==> src/rtl/enc8to3_serial.sv <==
// enc8to3_serial: sequential 8:3 encoder.
// An accepted 8-bit request mask is served one set bit per output beat as a
// 3-bit binary index. out_last marks the final set bit of the mask.
// Accepting an all-zero mask produces a one-cycle zero_err pulse and no beats.
// Optional macro ENC_MSB_FIRST_EN: serve the highest set bit first instead of
// the lowest. Only the order changes; handshake and latency are the same.
module enc8to3_serial (
   input  logic       clk,
   input  logic       rst,
   input  logic       in_valid,
   output logic       in_ready,
   input  logic [7:0] in,
   output logic       out_valid,
   input  logic       out_ready,
   output logic [2:0] out,
   output logic       out_last,
   output logic       zero_err
);

   typedef enum logic {
      IDLE = 1'b0,
      BUSY = 1'b1
   } state_t;

   state_t     state_reg, state_next;
   logic [7:0] pend_reg, pend_next;
   logic       zero_err_reg, zero_err_next;

   logic [7:0] serve_mask;   // one-hot: the bit of pend being served now
   logic [2:0] serve_idx;    // binary index of serve_mask
   logic [7:0] pend_rest;    // pend with the served bit removed
   logic       one_left;     // exactly one bit remains in pend

   // Priority pick: isolate the bit of pend that is served this cycle
   always_comb begin
      logic seen;
      seen       = 1'b0;
      serve_mask = 8'h00;
`ifdef ENC_MSB_FIRST_EN
      for (int i = 7; i >= 0; i--) begin
         if (pend_reg[i] && !seen) begin
            serve_mask[i] = 1'b1;
            seen          = 1'b1;
         end
      end
`else
      for (int i = 0; i < 8; i++) begin
         if (pend_reg[i] && !seen) begin
            serve_mask[i] = 1'b1;
            seen          = 1'b1;
         end
      end
`endif
   end

   // Encode the one-hot served bit into its binary index
   always_comb begin
      serve_idx = 3'd0;
      for (int i = 0; i < 8; i++) begin
         if (serve_mask[i]) begin
            serve_idx = serve_idx | 3'(i);
         end
      end
   end

   // Remaining mask after the current beat, and the last-beat flag.
   // The last-beat test is order independent, so it uses pend & (pend-1).
   always_comb begin
      pend_rest = pend_reg & ~serve_mask;
      one_left  = ((pend_reg & (pend_reg - 8'd1)) == 8'h00);
   end

   // State register: FSM, pending mask and the zero-vector pulse
   always_ff @(posedge clk) begin
      if (rst) begin
         state_reg    <= IDLE;
         pend_reg     <= 8'h00;
         zero_err_reg <= 1'b0;
      end else begin
         state_reg    <= state_next;
         pend_reg     <= pend_next;
         zero_err_reg <= zero_err_next;
      end
   end

   // Next-state logic: accept a mask in IDLE, retire one bit per beat in BUSY
   always_comb begin
      state_next    = state_reg;
      pend_next     = pend_reg;
      zero_err_next = 1'b0;
      case (state_reg)
         IDLE: begin
            if (in_valid) begin
               if (in != 8'h00) begin
                  pend_next  = in;
                  state_next = BUSY;
               end else begin
                  zero_err_next = 1'b1;
               end
            end
         end
         BUSY: begin
            if (out_ready) begin
               pend_next = pend_rest;
               if (one_left) begin
                  state_next = IDLE;
               end
            end
         end
         default: begin
            state_next = IDLE;
            pend_next  = 8'h00;
         end
      endcase
   end

   // Outputs depend only on registered state; nothing combinational from inputs
   always_comb begin
      in_ready  = (state_reg == IDLE);
      out_valid = (state_reg == BUSY);
      out       = (state_reg == BUSY) ? serve_idx : 3'd0;
      out_last  = (state_reg == BUSY) && one_left;
      zero_err  = zero_err_reg;
   end

endmodule

==> config.mk <==
export PLATFORM = sky130hd
export DESIGN_NAME = enc8to3_serial
export DESIGN_NICKNAME = d
export VERILOG_FILES = /design/src/rtl/enc8to3_serial.sv
export SDC_FILE = /design/constraint.sdc
export NUM_CORES = 1
export LEC_CHECK = 0
export BUFFER_PORTS_ARGS = -buffer_cell sky130_fd_sc_hd__buf_4
export CORE_AREA = 3 3 40 42
export DETAILED_ROUTE_END_ITERATION = 10
export DIE_AREA = 0 0 43 45
export GPL_ROUTABILITY_DRIVEN = 0
export PLACE_DENSITY_LB_ADDON = 0.2
export RECOVER_POWER = 25
export SYNTH_ARGS = -nofsm -noshare
export SYNTH_HDL_FRONTEND = slang
export SYNTH_SLANG_ARGS = --single-unit
==> constraint.sdc <==
create_clock -name clk -period 3.9 [get_ports clk]
set_clock_uncertainty 0.05 [all_clocks]
set_input_delay 0 -clock clk [delete_from_list [all_inputs] [get_ports clk]]
set_output_delay 0 -clock clk [all_outputs]
set_load 0.1 [all_outputs]
* Word-level counts from Yosys, hierarchy flattened *
Index checks and enable logic that the tools add are counted.

cells by class
  add/sub/neg operators = 1
  multiply operators = 0
  div/mod/pow operators = 0
  $lt $le $gt $ge = 0
  equality and inequality tests = 3
  shift operators = 0
  multiplexer cells = 32
  bitwise gates (word level) = 5
  reduce and logical (&&, ||, !) cells = 19

operators by type and width
  kind                   count
  $mux W8                3
  $mux W1                20
  $and A8 B8 Y8          2
  $pmux W8 S2            1
  $mux W3                5
  $logic_and A1 B1 Y1    8
  $logic_not A8 Y1       1
  $not A8 Y8             1
  $reduce_bool A8 Y1     1
  $sub A8 B1 Y8 const B  1
  $logic_not A1 Y1       7
  $mux W2                2
  $ne A2 B2 Y1 const B   2
  $reduce_and A3 Y1      1
  $reduce_or A3 Y1       1
  $ne A2 B1 Y1 const B   1
  $not A1 Y1             2
  $pmux W1 S2            1

word-level totals
  bits in registers = 10
  latch bits = 0
  bits in writable memories = 0
  ROM bits = 0
  input port bits = 12
  memories = 0

* Depth between registers and ports, before layout *
Gate-level depths: netlist of the first run.

  depth after elaboration = 26
  depth in mapped cells = 6

* Worst setup path before layout of the first run *
No wires, ideal clock.

  path type = register to output
  from = register state_reg (netlist: out_valid)
  to = output out[2]
  arrival = 3.954 ns
  required time = 3.850 ns
  slack = -0.104 ns
  stages on the path, launching flop included = 4
  path through = dfxtp_1 clkbuf_1 inv_1 nor3_1

between the ends
  longest elaborated chain between the ends = 1

ends and longest elaborated chain
  item                      RTL line  text
  start: declaration        25        state_t state_reg, state_next;
  start signal: assignment  80        state_reg <= state_next;
  $mux W3                   121       out = (state_reg == BUSY) ? serve_idx : 3'd0;
  end: declaration          15        output logic [2:0] out,

Every way passes these cells.

* Final worst setup path of the first run *
  from = input in[5]
  to = register pend_reg[0]

between the ends
  longest elaborated chain between the ends = 3

ends and longest elaborated chain
  item                                RTL line  text
  start: declaration                  12        input logic [7:0] in,
  $reduce_bool A8 Y1                  94        if (in != 8'h00) begin
  $ne A2 B1 Y1 (no source line)       -
  $reduce_and A3 Y1 (no source line)  -
  end signal: assignment              81        pend_reg <= pend_next;
  end: declaration                    26        logic [7:0] pend_reg, pend_next;

Every way passes these cells.
A chain may end at the register's enable or synchronous reset.

==> results of run 1 <==
## per-layer routing
layer | share of wire [%] | GRT usage, %
met4 | 1.1 | 7.23
met5 | 0 | 0
met1 | 43 | 25.5
met2 | 45 | 30.5
met3 | 10 | 7.97
## kinds of logic after synthesis
kind of cell,count (synthesis)
adders and majority gates,2
AOI/OAI and AO/OA,25
buffers and inverters,8
DFF,10
and+or+nand+nor,27
## worst max-delay path by stage
| stage | startpoint | endpoint | slack (ns) | depth (start not counted) |
|---|---|---|---|---|
| after floorplan | out_valid | out[0] | 0.47 | 3 |
| after CTS | pend_reg[0] | out[0] | 1.58 | 5 |
| after detailed placement | pend_reg[0] | out[0] | 1.88 | 5 |
| after global routing | pend_reg[0] | out[0] | 1.44 | 5 |
| after global placement | pend_reg[0] | out[0] | 1.94 | 5 |
| final | in[5] | pend_reg[0] | 1.56 | 7 |
## power breakdown
group | switching (W) | internal [W] | total, W
Combinational | 0.0000804 | 0.0000416 | 0.000122
Sequential | 0.0000145 | 0.000109 | 0.000124
Clock | 0.0000366 | 0.0000357 | 0.0000722
## cells in the mapped netlist, types with 2 or more instances
cell type	instances
sky130_fd_sc_hd__a21oi_1	3
sky130_fd_sc_hd__o21ai_0	5
sky130_fd_sc_hd__o22ai_1	3
sky130_fd_sc_hd__inv_1	3
sky130_fd_sc_hd__nor2_1	5
sky130_fd_sc_hd__a32o_1	5
sky130_fd_sc_hd__nand2_1	4
sky130_fd_sc_hd__clkbuf_1	2
sky130_fd_sc_hd__a32oi_1	3
sky130_fd_sc_hd__or4_1	4
sky130_fd_sc_hd__maj3_1	2
sky130_fd_sc_hd__dfxtp_1	10
sky130_fd_sc_hd__and2_1	2
sky130_fd_sc_hd__nor3_1	6
sky130_fd_sc_hd__nor4_1	3
## layout by cell type, fill, tap and decap left out, types with 3 or more instances in the layout
master | netlist | layout
sky130_fd_sc_hd__buf_4 | 1 | 14
sky130_fd_sc_hd__dlygate4sd3_1 | 0 | 12
sky130_fd_sc_hd__dfxtp_1 | 10 | 10
sky130_fd_sc_hd__nor2_1 | 5 | 5
sky130_fd_sc_hd__nor3_1 | 6 | 5
sky130_fd_sc_hd__a32o_1 | 5 | 5
sky130_fd_sc_hd__o21ai_0 | 5 | 5
sky130_fd_sc_hd__or4_1 | 4 | 4
sky130_fd_sc_hd__nand2_1 | 4 | 4
sky130_fd_sc_hd__clkbuf_1 | 2 | 4
sky130_fd_sc_hd__inv_1 | 3 | 3
sky130_fd_sc_hd__a21oi_1 | 3 | 3
sky130_fd_sc_hd__nor4_1 | 3 | 3
sky130_fd_sc_hd__o22ai_1 | 3 | 3
sky130_fd_sc_hd__a32oi_1 | 3 | 3
sky130_fd_sc_hd__clkbuf_4 | 0 | 3
## worst min-delay path, stage by stage
cell	delay, ns
sky130_fd_sc_hd__buf_4	0.08
sky130_fd_sc_hd__or4_1	0.13
sky130_fd_sc_hd__o21ai_0	0.19
sky130_fd_sc_hd__a31oi_1	0.20
## stage by stage
step / instances / power, W / area (um^2)
floorplan: 72 / 0.000213 / 594
global placement: 100 / 0.000240 / 717
detailed placement: 100 / 0.000240 / 717
CTS: 115 / 0.000320 / 860
global route: 115 / 0.000337 / 845
finish: 115 / 0.000318 / 845
## final cells by class
type                            count  area [um^2]  share of cell area (%)
Multi-Input combinational cell     54          352                    41.6
Timing Repair Buffer               30          240                    28.4
Sequential cell                    10          200                    23.7
Clock buffer                        3         22.5                    2.67
Tap cell                           15         18.8                    2.22
Inverter                            3         11.3                    1.33
==> results, run 1 <==
- The number of hold violations in the final report was 0.
- Port buffering added 18 buffers.
- The flip-flop count of the largest register, all copies and words added is 8.
- The die is 43 um wide.
- The count of nets left with antenna violations once routing finished came out at 0.
- In this run the register-to-register setup slack is 1.87 ns.
- Yosys mapped a number of flops with a built-in enable equal to 0.
- Measured on the finished design, the core utilization comes to 65.7%.
- Sorting the synthesized cells by area gives the leading types as sky130_fd_sc_hd__dfxtp_1 (34%), sky130_fd_sc_hd__a32o_1 (8.5%), sky130_fd_sc_hd__nor3_1 (5.1%).
- During synthesis, Yosys emitted a total of 0 warnings.
- The depth of the worst register-to-register path is 5.
- Summing over every cut layer, the via total after detailed routing is 711.
- The final cycle utilization of the critical path is 59.9%.
- The number of iterations in the first detailed-routing pass is 4.
- For the final routed database, the setup TNS stands at 0 ns.
- After synthesis, the share of flip-flops with an asynchronous set or reset is 0%.
- The initial antenna violation count came to 0.
- On the worst path, the slowest cell contributes a delay of 0.58 ns.
- Setup violations remaining at the end of the flow were counted as 0.
- After detailed routing, the total wire length is 1.71 mm.
- After clock tree synthesis, the clock-pin slew on the worst setup and hold paths is 0.07 ns.
- After clock tree synthesis, the setup repair step added 0 buffers.
- For the worst setup path, the data required time is 4.07 ns.
- The worst flop-to-flop path startpoint is out_valid.
- The mean instance size in the synthesized netlist is 8.18 um^2.
- The power density relative to cell area is 377 mW/mm^2.
- The complex-gate fraction of the synthesized area is 31.2%.
- Traced cell by cell, the critical path runs through dlygate4sd3_1 > buf_4 > or4_1 > o21ai_0 > a32oi_1 > nor2_1 > dlygate4sd3_1.
- The number of buffers inserted during clock tree synthesis is 3.
- In this run the worst path has a maximum fanout of 4.
- The number of hold buffers added after cts is 12.
- The worst-case IR drop observed on VDD is 254 uV.
- The minimum period implied by the final worst setup slack is 2.34 ns.
- The standard-cell row count is 13.
- The post-synthesis to final-layout area growth is 43.3%.
- The relative slew slack is 22.9%.
- The register area share after synthesis is 34.0%.
- The clock root buffer is sky130_fd_sc_hd__clkbuf_4.
- The clock tree buffer depth is 2.
- At the worst endpoint, the arrival time is 2.51 ns.
- The analysis attributes to cell leakage a power of 0.326 nW.
- After detailed routing, the number of remaining DRC violations is 0.
- The largest area contributor in the netlist is sky130_fd_sc_hd__dfxtp_1.
- The starting DRC count in detailed routing is 25.
- The total clock sinks is 10.
- The slowest stage of the critical path is the sky130_fd_sc_hd__or4_1 cell.
- The upper clock frequency limit is 428 MHz.
- In this run, distinct cell masters in the synthesized netlist total 27.
- The number of antenna diodes in the final layout is 0.
- The number of gates resized after cts is 0.
- OpenSTA, run right after detailed placement, puts the worst setup slack at 1.88 ns.
- The number of levels the H-tree was split into is 1.
- The synthesized area is 589 um^2.
- The library cell appearing most often on the critical path is sky130_fd_sc_hd__dlygate4sd3_1.
- The number of nets produced by synthesis is 84.
- The number of global-route vias before repair is 628.
- The sink of the worst hold path is out_valid.
- Summing the areas of all xor and xnor instances in the mapped netlist gives 0% of the synthesized area.
- The layout filler cell count is 118.
- The number of max-slew violations in the final report was 0.
- Measured along the y axis, the die boundary spans 45 um.
- The number of nets in the final layout is 114.
- Of the post-synthesis cell area, the part taken by muxes is 0%.
- For this run, the leading register cell type out of synthesis is sky130_fd_sc_hd__dfxtp_1.
- The number of buffer and inverter instances along the worst setup path is 3.
- The transition at the pin with the smallest max-transition slack is 1.16 ns.
- The element type at the critical path end is a flip-flop.
- The run finished with clean final reports.
- The critical path's top delay family is buffers and inverters.
- The initial core utilization is 45.9%.
- After synthesis the netlist holds a flip-flop and latch count of 10.
- The worst hold-check path type is in -> reg.
- The number of max-cap violations is 0.
- The startpoint identified for the worst hold timing path is in[0].
- The fraction of layout instances using a drive strength above 1 is 18.0%.
- The TritonCTS clock tree is yes.
- The total overflow left after global routing is 0.
- The floorplan step defined a die boundary enclosing 0.00194 mm^2.
- Across all hold checks on the routed design, the worst slack comes to 0.318 ns.
- The clock network latency to the later pin of the worst-skew pair is 0.28 ns.
- The critical path launch point type is a primary input.
- The final worst-path setup slack is 1.56 ns.
- The adder-cell share of the synthesized area is 3.40%.
- Across every metal layer, demand over resource in global routing totals 20.0%.
- The routed wirelength normalized by instance count is 14.9 um.
- In the routed layout, each cell is associated on average with a via count of 6.18.
- Detailed placement finished with a half-perimeter wire length of 1.18 mm.
- The critical register-to-register path endpoint is pend_reg[0].
- The hold path depth is 4.
- 19 I/O pins were placed.
- The synthesized design devotes to its leading area cell type 34.0% of total area.
- The simple logic cell fraction of the synthesized area is 24.2%.
- Setup repair after global routing left no endpoint under its margin.
- After technology mapping, the gate count stands at 72.
- The first global-routing pass estimated 2.79 mm of wire.
- The critical path is of the in -> reg type.
- Entering global routing, the biggest net connects 12 pins.
- By area, the combinational part of the netlist is dominated by compound AO/OA/AOI/OAI gates.
- After floorplanning, the core was sized to cover 0.00128 mm^2.
Note: power is estimated with default switching activity, not from simulation.
==> run 2, diff against run 1 <==
Clock period 3.9 ns to 2.32 ns, I/O delays scaled along.
==> results, run 2 (synthesis results as in run 1) <==
- The total inserted antenna cells came to 0 (unchanged).
- The clock network latency to the later pin of the worst-skew pair was 0.26 ns (was 0.28 ns).
- The launching instance or port of the critical path is in[5] (unchanged).
- The clock transition at the registers of the reported paths is 0.07 ns (about the same).
- The worst vdd rail ir drop is 542 uV (was 254 uV).
- The most common cell after layout, fill and taps aside is sky130_fd_sc_hd__buf_4 (unchanged).
- The number of buffers inserted by post-CTS setup repair was 0 (unchanged).
- The worst hold margin is 0.0143 ns (was 0.318 ns).
- The required time of the worst setup path came to 2.48 ns (was 4.07 ns).
- The worst hold-check path type is in -> reg (unchanged).
- Commonest cells after routing, fill and taps aside: sky130_fd_sc_hd__buf_4 (14), sky130_fd_sc_hd__dlygate4sd3_1 (11), sky130_fd_sc_hd__dfxtp_1 (9) (was sky130_fd_sc_hd__buf_4 (14), sky130_fd_sc_hd__dlygate4sd3_1 (12), sky130_fd_sc_hd__dfxtp_1 (10)).
- The largest net degree at the start of global routing is 12 (unchanged).
- Setup repair after global routing missed its margin: no (unchanged).
- The number of iterations in the first detailed-routing pass is 4 (unchanged).
- The number of levels the H-tree was split into is 1 (unchanged).
- For this run, the top clock speed supported by timing is 449 MHz.
- The area of the multi-input gates came to 375 um^2 (was 352 um^2).
- The first-pass GRT wire length was 2.82 mm (was 2.79 mm).
- The number of max-cap violations was 0 (unchanged).
- The power density relative to cell area is 662 mW/mm^2 (was 377 mW/mm^2).
- The remaining antenna violation count is 0 (unchanged).
- The initial antenna violation count is 0 (unchanged).
- The number of I/O port buffers was 18 (unchanged).
- The initial core utilization was 45.9% (unchanged).
- The minimum period implied by the final worst setup slack is 2.23 ns.
- The TritonCTS clock tree is yes (unchanged).
- The total negative slack for setup checks is 0 ns (unchanged).
- The relative slew slack was 22.9% (about the same).
- The final cycle utilization of the critical path is 96.0%.
- The depth of the worst register-to-register path is 4 (was 5).
- The routed wirelength normalized by instance count is 14.3 um (was 14.9 um).
- The layout filler cell count came to 96 (was 118).
- The worst flop-to-flop path startpoint was pend_reg[0] (was out_valid).
- The die boundary height was 45 um (unchanged).
- The flip-flop count of the largest register, all copies and words added was 8 (unchanged).
- The total track usage came to 19.1% (was 20.0%).
- The clock root buffer is sky130_fd_sc_hd__clkbuf_4 (unchanged).
- The hold path depth is 3 (was 4).
- The wire length after detailed routing is 1.64 mm (was 1.71 mm).
- The transition at the pin with the smallest max-transition slack was 1.16 ns (about the same).
- The ratio of routed vias to standard cells was 6.09 (was 6.18).
- The number of hold violations in the final report came to 0 (unchanged).
- The setup slack on the worst flop-to-flop path is 0.34 ns (was 1.87 ns).
- The post-synthesis to final-layout area growth was 50.5% (was 43.3%).
- The capturing element of the worst setup path was pend_reg[1] (was pend_reg[0]).
- The HPWL reported at the end of detailed placement came to 1.12 mm (was 1.18 mm).
- The number of buffers inserted during clock tree synthesis came to 3 (unchanged).
- The DRC violation count after routing is 0 (unchanged).
- The register area is 204 um^2 (was 200 um^2).
- The fraction of layout instances using a drive strength above 1 was 24.0% (was 18.0%).
- The static leakage power is 0.334 nW (was 0.326 nW).
- The number of nets in the final layout is 113 (was 114).
- The element type at the critical path end is a flip-flop (unchanged).
- The number of max-slew violations in the final report came to 0 (unchanged).
- The starting DRC count in detailed routing is 27 (was 25).
- The kind of critical path is in -> reg (unchanged).
- The total I/O pin count was 19 (unchanged).
- The critical path launch point type is a primary input (unchanged).
- The highest fanout seen on the critical path is 4 (unchanged).
- The clock tree buffer depth is 2 (unchanged).
- The number of global-route vias before repair came to 619 (was 628).
- The die width was 43 um (unchanged).
- The count of endpoints failing setup in the final report was 0 (unchanged).
- The sum of overflow across all layers after global routing came to 0 (unchanged).
- The floorplan core area is 0.00128 mm^2 (unchanged).
- The arrival time of the worst setup path was 2.38 ns (was 2.51 ns).
- The area enclosed by the die boundary is 0.00194 mm^2 (unchanged).
- The critical register-to-register path endpoint is pend_reg[6] (was pend_reg[0]).
- The via count of the routed design is 700 (was 711).
- The total clock sinks is 10 (unchanged).
- The standard-cell row count is 13 (unchanged).
- Result of the run: complete, no violations (unchanged).
[run 2: changes by cell type in the layout (fill, tap and decap cells not counted), sizes merged]
cell	previous run	this run
buf	14	15
clkinvlp	0	1
inv	3	2
dlygate4sd3	12	11
[run 2: how the worst min path moves through the flow]
stage                          from          end  slack, ns
after floorplan                 rst  pend_reg[1]       0.02
after global placement    out_ready    out_valid       0.14
final                         in[1]     zero_err       0.01
after global routing          in[1]     zero_err       0.05
after CTS                     in[1]     zero_err     0.0006
after detailed placement  out_ready    out_valid       0.14
[run 2: worst max-delay path, stage by stage]
cell and delay, ns:
sky130_fd_sc_hd__dlygate4sd3_1 0.55, sky130_fd_sc_hd__buf_4 0.15, sky130_fd_sc_hd__or4_1 0.58, sky130_fd_sc_hd__o21ai_1 0.28, sky130_fd_sc_hd__nand3_1 0.11, sky130_fd_sc_hd__a21oi_1 0.16
sky130_fd_sc_hd__dlygate4sd3_1 0.55
[run 2: through the flow]
step	cell area (um^2)	std cells	total power (W)	util, %	setup WS [ns]
3_5_place_dp	742	100	0.000412	57.7	0.270
5_1_grt	887	115	0.000614	69.0	0.00347
3_3_place_gp	742	100	0.000412	57.7	0.279
4_1_cts	895	115	0.000586	69.6	0.0305
2_1_floorplan	623	72	0.000369	-	0.0147
6_report	887	115	0.000587	69.0	0.0930
[run 2: cell type report]
cell class                      instances  area share, %
Timing Repair Buffer                   29           26.8
Inverter                                3           1.69
Tap cell                               15           2.12
Sequential cell                        10           23.0
Multi-Input combinational cell         54           42.3
Clock buffer                            4           4.09
[run 2: report_power, final]
part	internal [W]	leakage [nW]	switching, W	total, W
Combinational	0.0000754	0.231	0.000141	0.000217
Clock	0.0000951	0.0210	0.0000654	0.000160
Sequential	0.000184	0.0828	0.0000255	0.000210
[run 2: per-layer routing]
layer	global-route usage, %	part of all wire (%)	up-vias
li1	-	-	341
met1	26.2	46	323
met2	30.2	45	34
met3	2.39	7.7	2
met4	8.43	1.0	0
met5	0	0	-
[run 2: timing repair]
| action | in CTS | in global routing |
|---|---|---|
| hold buffers | 11 | 0 |
| resized for setup | 1 | 2 |
| setup endpoints to repair | 1 | 2 |
| endpoints found under the hold margin | 10 | 0 |
